==> config.mk <==
export PLATFORM = sky130hd
export DESIGN_NAME = hazard_scoreboard_flat
export DESIGN_NICKNAME = d
export VERILOG_FILES = /design/src/rtl/hazard_scoreboard_if.sv /design/src/rtl/hazard_scoreboard.sv /design/src/flat_wrapper.sv
export SDC_FILE = /design/constraint.sdc
export NUM_CORES = 1
export LEC_CHECK = 0
export ABC_AREA = 1
export ABC_CLOCK_PERIOD_IN_PS = 9400
export CORE_ASPECT_RATIO = 2
export CORE_MARGIN = 4
export CORE_UTILIZATION = 45
export DETAILED_ROUTE_END_ITERATION = 6
export PLACE_DENSITY = 0.72
export SETUP_SLACK_MARGIN = 0.05
export SLEW_MARGIN = 20
export SYNTH_ARGS = -nofsm -noshare
export SYNTH_HDL_FRONTEND = slang
export SYNTH_SLANG_ARGS = --single-unit
==> constraint.sdc <==
create_clock -name clk -period 9.4 [get_ports clk]
set_clock_uncertainty 0.1 [all_clocks]
set_input_delay 2.82 -clock clk [delete_from_list [all_inputs] [get_ports clk]]
set_output_delay 2.82 -clock clk [all_outputs]
set_load 0.05 [all_outputs]
==> src/rtl/hazard_scoreboard_if.sv <==
// Hazard scoreboard D-stage bundle.
// Groups the D-stage instruction descriptor (sources, Tuse, destination, Tnew,
// mult/div flags) with the hazard unit's responses (stall, bubble, forward
// selects, mult/div busy).
//   master : D-stage side, drives the descriptor and receives the responses
//   slave  : hazard scoreboard side
interface hazard_scoreboard_if #(
    parameter int AW   = 5,
    parameter int TW   = 2,
    parameter int NSTG = 3
);
    localparam int FW = $clog2(NSTG + 1);

    logic          d_valid;
    logic [AW-1:0] d_rs;
    logic [AW-1:0] d_rt;
    logic          d_rd_rs;
    logic          d_rd_rt;
    logic [TW-1:0] d_tuse_rs;
    logic [TW-1:0] d_tuse_rt;
    logic [AW-1:0] d_wa;
    logic [TW-1:0] d_tnew;
    logic          d_md_start;
    logic          d_md_div;
    logic          d_md_use;
    logic          stall;
    logic          e_flush;
    logic [FW-1:0] fwd_rs;
    logic [FW-1:0] fwd_rt;
    logic          md_busy;

    modport master (
        output d_valid, d_rs, d_rt, d_rd_rs, d_rd_rt, d_tuse_rs, d_tuse_rt,
               d_wa, d_tnew, d_md_start, d_md_div, d_md_use,
        input  stall, e_flush, fwd_rs, fwd_rt, md_busy
    );

    modport slave (
        input  d_valid, d_rs, d_rt, d_rd_rs, d_rd_rt, d_tuse_rs, d_tuse_rt,
               d_wa, d_tnew, d_md_start, d_md_div, d_md_use,
        output stall, e_flush, fwd_rs, fwd_rt, md_busy
    );
endinterface

==> src/rtl/hazard_scoreboard.sv <==
// Tuse/Tnew hazard scoreboard sitting beside the D stage of the MIPS pipeline.
// Tracks {dest reg, remaining Tnew} for the NSTG stages after D, compares them
// with the Tuse of the D instruction and produces stall / E-bubble / forward
// selects. Also owns the HI/LO mult/div busy counter.
// Ports:
//   clk      : clock, rising edge
//   reset_n  : synchronous reset, active low
//   hz       : slave side of hazard_scoreboard_if (D descriptor in, hazard
//              responses out; responses are combinational from state + D)
module hazard_scoreboard #(
    parameter int AW       = 5,
    parameter int TW       = 2,
    parameter int NSTG     = 3,
    parameter int MULT_CYC = 5,
    parameter int DIV_CYC  = 10
) (
    input  logic                clk,
    input  logic                reset_n,
    hazard_scoreboard_if.slave  hz
);
    localparam int FW     = $clog2(NSTG + 1);
    localparam int MD_MAX = (MULT_CYC > DIV_CYC) ? MULT_CYC : DIV_CYC;
    localparam int CW     = $clog2(MD_MAX + 1);

    typedef struct packed {
        logic [AW-1:0] wa;
        logic [TW-1:0] tnew;
    } stg_t;

    stg_t          stg_q [1:NSTG];
    stg_t          stg_d [1:NSTG];
    logic [CW-1:0] md_cnt_q;
    logic [CW-1:0] md_cnt_d;

    logic          match_rs;
    logic          match_rt;
    logic [FW-1:0] k_rs;
    logic [FW-1:0] k_rt;
    logic [TW-1:0] tnew_rs;
    logic [TW-1:0] tnew_rt;
    logic          hz_rs;
    logic          hz_rt;
    logic          md_busy;
    logic          md_stall;
    logic          stall;
    logic          md_accept;

    // Youngest-match search: walk from the oldest stage down to stage 1 so the
    // lowest matching k is the last one written and wins.
    always_comb begin
        match_rs = 1'b0;
        match_rt = 1'b0;
        k_rs     = '0;
        k_rt     = '0;
        tnew_rs  = '0;
        tnew_rt  = '0;
        for (int k = NSTG; k >= 1; k--) begin
            if (stg_q[k].wa != '0 && stg_q[k].wa == hz.d_rs) begin
                match_rs = 1'b1;
                k_rs     = FW'(k);
                tnew_rs  = stg_q[k].tnew;
            end
            if (stg_q[k].wa != '0 && stg_q[k].wa == hz.d_rt) begin
                match_rt = 1'b1;
                k_rt     = FW'(k);
                tnew_rt  = stg_q[k].tnew;
            end
        end
    end

    assign hz_rs    = hz.d_rd_rs & match_rs & (tnew_rs > hz.d_tuse_rs);
    assign hz_rt    = hz.d_rd_rt & match_rt & (tnew_rt > hz.d_tuse_rt);
    assign md_busy  = (md_cnt_q != '0);
    assign md_stall = hz.d_valid & (hz.d_md_start | hz.d_md_use) & md_busy;
    // Held low during reset so the front end is not frozen by stale state.
    assign stall    = reset_n & hz.d_valid & (hz_rs | hz_rt | md_stall);
    assign md_accept = hz.d_valid & hz.d_md_start & ~stall;

    assign hz.stall   = stall;
    assign hz.e_flush = stall;
    // Only the youngest match may forward; if it is not ready yet, an older
    // ready copy holds a stale value and must not be used.
    assign hz.fwd_rs  = (hz.d_rd_rs & match_rs & (tnew_rs == '0)) ? k_rs : '0;
    assign hz.fwd_rt  = (hz.d_rd_rt & match_rt & (tnew_rt == '0)) ? k_rt : '0;
    assign hz.md_busy = md_busy;

    always_comb begin
        stg_d[1] = (stall | ~hz.d_valid) ? '0 : {hz.d_wa, hz.d_tnew};
        for (int k = 2; k <= NSTG; k++) begin
            stg_d[k].wa   = stg_q[k-1].wa;
            stg_d[k].tnew = (stg_q[k-1].tnew == '0) ? '0 : stg_q[k-1].tnew - 1'b1;
        end
    end

    // A start is only accepted when not busy, so the load never overlaps a
    // running count.
    always_comb begin
        md_cnt_d = md_cnt_q;
        if (md_accept) begin
            md_cnt_d = hz.d_md_div ? CW'(DIV_CYC) : CW'(MULT_CYC);
        end else if (md_busy) begin
            md_cnt_d = md_cnt_q - 1'b1;
        end
    end

    always_ff @(posedge clk) begin
        if (!reset_n) begin
            for (int k = 1; k <= NSTG; k++) begin
                stg_q[k] <= '0;
            end
            md_cnt_q <= '0;
        end else begin
            for (int k = 1; k <= NSTG; k++) begin
                stg_q[k] <= stg_d[k];
            end
            md_cnt_q <= md_cnt_d;
        end
    end
endmodule

==> src/flat_wrapper.sv <==
// flat-port wrapper written by rule: the top's interface ports become plain ports
module hazard_scoreboard_flat 
#(
    parameter int AW       = 5,
    parameter int TW       = 2,
    parameter int NSTG     = 3,
    parameter int MULT_CYC = 5,
    parameter int DIV_CYC  = 10
)
  (clk, reset_n, hz_d_valid, hz_d_rs, hz_d_rt, hz_d_rd_rs, hz_d_rd_rt, hz_d_tuse_rs, hz_d_tuse_rt, hz_d_wa, hz_d_tnew, hz_d_md_start, hz_d_md_div, hz_d_md_use, hz_stall, hz_e_flush, hz_fwd_rs, hz_fwd_rt, hz_md_busy);
  hazard_scoreboard_if #(.AW(AW), .TW(TW), .NSTG(NSTG)) hz_i ();
  input  logic clk;
  input  logic reset_n;
  input wire logic [$bits(hz_i.d_valid)-1:0] hz_d_valid;
  input wire logic [$bits(hz_i.d_rs)-1:0] hz_d_rs;
  input wire logic [$bits(hz_i.d_rt)-1:0] hz_d_rt;
  input wire logic [$bits(hz_i.d_rd_rs)-1:0] hz_d_rd_rs;
  input wire logic [$bits(hz_i.d_rd_rt)-1:0] hz_d_rd_rt;
  input wire logic [$bits(hz_i.d_tuse_rs)-1:0] hz_d_tuse_rs;
  input wire logic [$bits(hz_i.d_tuse_rt)-1:0] hz_d_tuse_rt;
  input wire logic [$bits(hz_i.d_wa)-1:0] hz_d_wa;
  input wire logic [$bits(hz_i.d_tnew)-1:0] hz_d_tnew;
  input wire logic [$bits(hz_i.d_md_start)-1:0] hz_d_md_start;
  input wire logic [$bits(hz_i.d_md_div)-1:0] hz_d_md_div;
  input wire logic [$bits(hz_i.d_md_use)-1:0] hz_d_md_use;
  output wire logic [$bits(hz_i.stall)-1:0] hz_stall;
  output wire logic [$bits(hz_i.e_flush)-1:0] hz_e_flush;
  output wire logic [$bits(hz_i.fwd_rs)-1:0] hz_fwd_rs;
  output wire logic [$bits(hz_i.fwd_rt)-1:0] hz_fwd_rt;
  output wire logic [$bits(hz_i.md_busy)-1:0] hz_md_busy;
  assign hz_i.d_valid = hz_d_valid;
  assign hz_i.d_rs = hz_d_rs;
  assign hz_i.d_rt = hz_d_rt;
  assign hz_i.d_rd_rs = hz_d_rd_rs;
  assign hz_i.d_rd_rt = hz_d_rd_rt;
  assign hz_i.d_tuse_rs = hz_d_tuse_rs;
  assign hz_i.d_tuse_rt = hz_d_tuse_rt;
  assign hz_i.d_wa = hz_d_wa;
  assign hz_i.d_tnew = hz_d_tnew;
  assign hz_i.d_md_start = hz_d_md_start;
  assign hz_i.d_md_div = hz_d_md_div;
  assign hz_i.d_md_use = hz_d_md_use;
  assign hz_stall = hz_i.stall;
  assign hz_e_flush = hz_i.e_flush;
  assign hz_fwd_rs = hz_i.fwd_rs;
  assign hz_fwd_rt = hz_i.fwd_rt;
  assign hz_md_busy = hz_i.md_busy;
  hazard_scoreboard #(.AW(AW), .TW(TW), .NSTG(NSTG), .MULT_CYC(MULT_CYC), .DIV_CYC(DIV_CYC)) u_core (.clk(clk), .reset_n(reset_n), .hz(hz_i));
endmodule
After elaboration in Yosys (flattened, before gate mapping)
Memories as Yosys holds them, arrays and structs flattened.
Cells that the tools add are included.
Widths: inputs -> output; s select.
- flip-flop bits (word level): 4
- memory bits (writable): 21
- output and inout port bits: 7
- logic and storage cells: 80
- memories kept: 1
- memories (name ; words ; width ; rd ports ; clocked after memory_dff ; wr ports ; line ; RTL):
    u_core.stg_q ; 3 ; 7 ; 3 ; 0 ; 3 ; hazard_scoreboard.sv:30 ; stg_t stg_q [1:NSTG];
- add/subtract/negate cells: 3
- order comparisons: 2
- eq/ne operators: 6
- multiplexer cells: 31
- bitwise logic cells: 21
- reduce and logical (&&, ||, !) cells: 15
- operator list (cell ; number):
    $mux 2 ; 16
    $eq 5x5->1 ; 6
    $mux 7 ; 4
    $reduce_bool 5->1 ; 3
    $and 1x1->1 ; 12
    $mux 4 ; 3
    $logic_not 2->1 ; 4
    $mux 1 ; 8
    $or 1x1->1 ; 7
    $logic_and 1x1->1 ; 6
    $gt 2x2->1 ; 2
    $reduce_bool 4->1 ; 1
    $sub 2x1->2 const B ; 2
    $sub 4x1->4 const B ; 1
    $not 1->1 ; 2
    $reduce_bool 2->1 ; 1

Depth between registers and ports, before layout
- depth after elaboration: 13
- gate-level depth with buffers: 22

Worst setup path before layout
OpenSTA, ideal clock, no wires.
- kind: input to output
- start point: in hz_d_rt[2]
- end point: out hz_stall
- data arrival time: 4.902 ns
- required time: 6.480 ns
- setup slack: 1.578 ns
- stages on the path: 18
- buffers on the path: 1
- path through: xnor2_1 > nand2_1 > nor2_1 > nand2_1 > nand3_1 > inv_1 > nand2_1 > nand2_1 > o21ai_0 > inv_1 > ha_1 > a21oi_1 > a21oi_1 > nand3_2 > nand3_2 > nand2_4 > inv_1 > buf_4
- word-level cells in the longest chain between the ends: 10
- elaborated cells between the ends (all ways): 18
- RTL lines (element ; line ; RTL):
    from (decl) ; flat_wrapper.sv:16 ; input wire logic [$bits(hz_i.d_rt)-1:0] hz_d_rt;
    $eq 5x5->1 ; hazard_scoreboard.sv:63 ; if (stg_q[k].wa != '0 && stg_q[k].wa == hz.d_rt) begin
    $logic_and 1x1->1 ; hazard_scoreboard.sv:63 ;
    $mux 2 / $mux 1 (equally long branches) (3 in series) ; hazard_scoreboard.sv:63 ;
    $gt 2x2->1 / $and 1x1->1 (equally long branches) ; hazard_scoreboard.sv:72 ; assign hz_rt = hz.d_rd_rt & match_rt & (tnew_rt > hz.d_tuse_rt);
    $and 1x1->1 * ; hazard_scoreboard.sv:72 ;
    $or 1x1->1 * (2 in series) ; hazard_scoreboard.sv:76 ; assign stall = reset_n & hz.d_valid & (hz_rs | hz_rt | md_stall);
    $and 1x1->1 * ; hazard_scoreboard.sv:76 ;
    to (decl) ; flat_wrapper.sv:26 ; output wire logic [$bits(hz_i.stall)-1:0] hz_stall;
Mark *: on every way between the ends. The rest lies on a longest branch, timed or not.

Final worst setup path
- start point: in hz_d_rt[1]
- end point: out hz_stall
Same word-level chain as after synthesis.

==> reports/metrics.csv <==
metric;value;unit
n_antenna_cell;0;
syn_area_per_cell;6.75;µm²
antenna_found_initial;0;
io_pins;36;
crit_top_cell;nand2_1;
worst_pin_slew;0.541;ns
dp_cells;332;
path_cells;clkdlybuf4s50_1 -> xnor2_1 -> nand2_1 -> nor2_1 -> nand2_1 -> nand3_1 -> inv_1 -> nand2_1 -> nand2_1 -> o21ai_0 -> inv_1 -> ha_1 -> a21oi_1 -> a21oi_1 -> nand3_2 -> nand3_2 -> nand2_4 -> inv_1 -> clkdlybuf4s50_1;
post-route-util;59.1;%
syn_to_final_growth;26.4;%
cts_sinks;25;
dpl_cell_area;2090;µm²
cp-start-kind;primary input;
routed_wl;3330;µm
crit_required;6.48;ns
drtIter0Drc;9;
rsz0062_at_grt;no;
clock_latency;0.27;ns
max_slew_margin;63.8;%
place_ws;0.498;ns
nNetsFinal;325;
yosys.area.top_type;dfxtp_1;
syn-instance-count;250;
final.min_clock_period;8.85;ns
status;finished, final reports clean;
cp_num_buf_inv;5;
port_buffers;35;
remaining_drc_errors;0;
layoutNonFillerInstCount;336;
fillers;360;
ir_drop;164;µV
synth_seq_cells;25;
switching_share;34.8;%
h-tree-depth;1;
fin_total_pwr;0.302;mW
hold_violations;0;
hold_ws;0.340;ns
finalSetupTns;0;ns
synth.top_cell.area_share;29.7;%
slowest_stage;clkdlybuf4s50_1;
rows;31;
vias;1500;
synth_area_leaders;dfxtp_1, nand2_1, inv_1;
synth_area;1690;µm²
cts_hold_buf;0;
postCtsSetupRepairBufs;0;
setup_viol;0;
cp_max_fo;4;
maxSlewViolCount;0;
via_per_inst;4.46;
drtAntennaViolNets;0;
stdcell_area;2130;µm²
crit_path_end_kind;output pin;
cts_tree;yes;
powerDensity;142;nW/µm²
core;3610;µm²
crit_family;buffers and inverters;
path_class;primary input to output pin;
place_hpwl;2920;µm
seq_area_frac_synth;29.7;%
grt_overflow;0;
drive_above_1_share;6.62;%
fin_ws;0.549;ns
grt_use_total;16.3;%
detail_route.wl_per_cell;9.92;µm
initial_core_util;46.8;%
die_area;4850;µm²
p_leak;1.12;nW
syn_nets;287;
worst_hold_path_type;flip-flop to flip-flop;
dr.pass1.iters;4;
yosysWarnings;0;
die_h;94.6;µm
cts-root-buf;clkbuf_8;
p_comb_share;38.9;%
die_x;51.3;µm
timing.fmax;113;MHz
max-cap-violations;0;
clk_pin_slew;0.08;ns
yosysUniqueCellTypes;25;
arrival;5.93;ns
grt_max_degree;16;
p_sw;0.105;mW
clock_path_buffers;2;
gp_congestion;0.800;
grt_pass1_vias;1532;
cpPeakStageDelay;0.80;ns
p_seq_share;40.6;%
clkPwrFrac;20.6;%
cts_buffers;3;
cts_resized;0;
intPower;0.197;mW
post-route-period-util;94.2;%
grt_pass1_wl;6090;µm
[registers in the layout, indices dropped and copies added (netlist names)]
register and cells:
u_core.md_cnt_q 4, u_core.stg_q 21
[power groups by stage]
stage | combinational, mW | sequential, mW | clock, mW
2_1_floorplan | 0.0846 | 0.124 | 0
3_3_place_gp | 0.116 | 0.125 | 0
3_5_place_dp | 0.118 | 0.125 | 0
4_1_cts | 0.119 | 0.123 | 0.0640
5_1_grt | 0.134 | 0.124 | 0.0684
6_report | 0.117 | 0.122 | 0.0620
[final cells by class]
type,instances,area (µm²),area share [%]
tap,49,61.3,2.88
timing repair buffer,35,350,16.4
sequential,25,500,23.5
clock buffer,4,45.0,2.11
inverter,55,206,9.68
multi-input combinational,168,968,45.4
[layer usage]
metal,global-route usage [%],wire length (µm),up-vias
met3,2.21,113,11
met5,0,0,-
met2,30.0,1800,31
met4,8.97,124,0
li1,-,-,826
met1,17.1,1290,632
[placed cells by master (no fill, tap or decap), drive strengths merged]
cell / synthesis / final
nand2: 60 / 60
inv: 55 / 55
clkdlybuf4s50: 0 / 35
nor2: 35 / 35
dfxtp: 25 / 25
xnor2: 15 / 15
xor2: 12 / 12
nand3: 12 / 12
a21oi: 9 / 9
ha: 8 / 8
nor3: 5 / 5
o211ai: 4 / 4
clkbuf: 1 / 4
o21ai: 4 / 4
nand4: 2 / 2
nand3b: 1 / 1
a31oi: 1 / 1
[cells by family (layout without fill, tap and decap cells)]
family / count (synthesis) / count (layout) / synth area share [%]
flip-flops: 25 / 25 / 29.7
AO/OA/AOI/OAI: 18 / 18 / 6.23
buffers and inverters: 57 / 94 / 12.9
XOR/XNOR: 27 / 27 / 14.0
adder cells (fa/ha/maj): 8 / 8 / 5.93
AND/OR/NAND/NOR: 115 / 115 / 31.2
[cell usage after synthesis]
master    instances
nand3_1           5
inv_2             1
nand4_1           2
nor2_1           34
o211ai_1          4
a21oi_1           9
xor2_1           12
nor2_2            1
nor3_1            4
inv_1            54
a31oi_1           1
nand2_2           3
nor3_2            1
xnor2_1          15
nand3b_1          1
clkbuf_1          1
o21ai_2           1
o21ai_0           2
o21ai_1           1
ha_1              8
buf_4             1
nand3_2           7
nand2_1          55
nand2_4           2
dfxtp_1          25
[worst paths after layout]
path,cells past startpoint,slack [ns],startpoint,end
setup / recovery,19,0.55,hz_d_rt[1],hz_stall
hold / removal,1,0.34,u_core.stg_q[0][14]$_SDFF_PP0_,u_core.stg_q[0][21]$_SDFF_PP0_
hold reg to reg,1,0.34,u_core.stg_q[0][14]$_SDFF_PP0_,u_core.stg_q[0][21]$_SDFF_PP0_
setup reg to reg,22,6.74,u_core.stg_q[0][19]$_SDFF_PN0_,u_core.md_cnt_q[1]$_SDFFE_PN0P_
No activity file was read; power rests on OpenSTA's default activity.
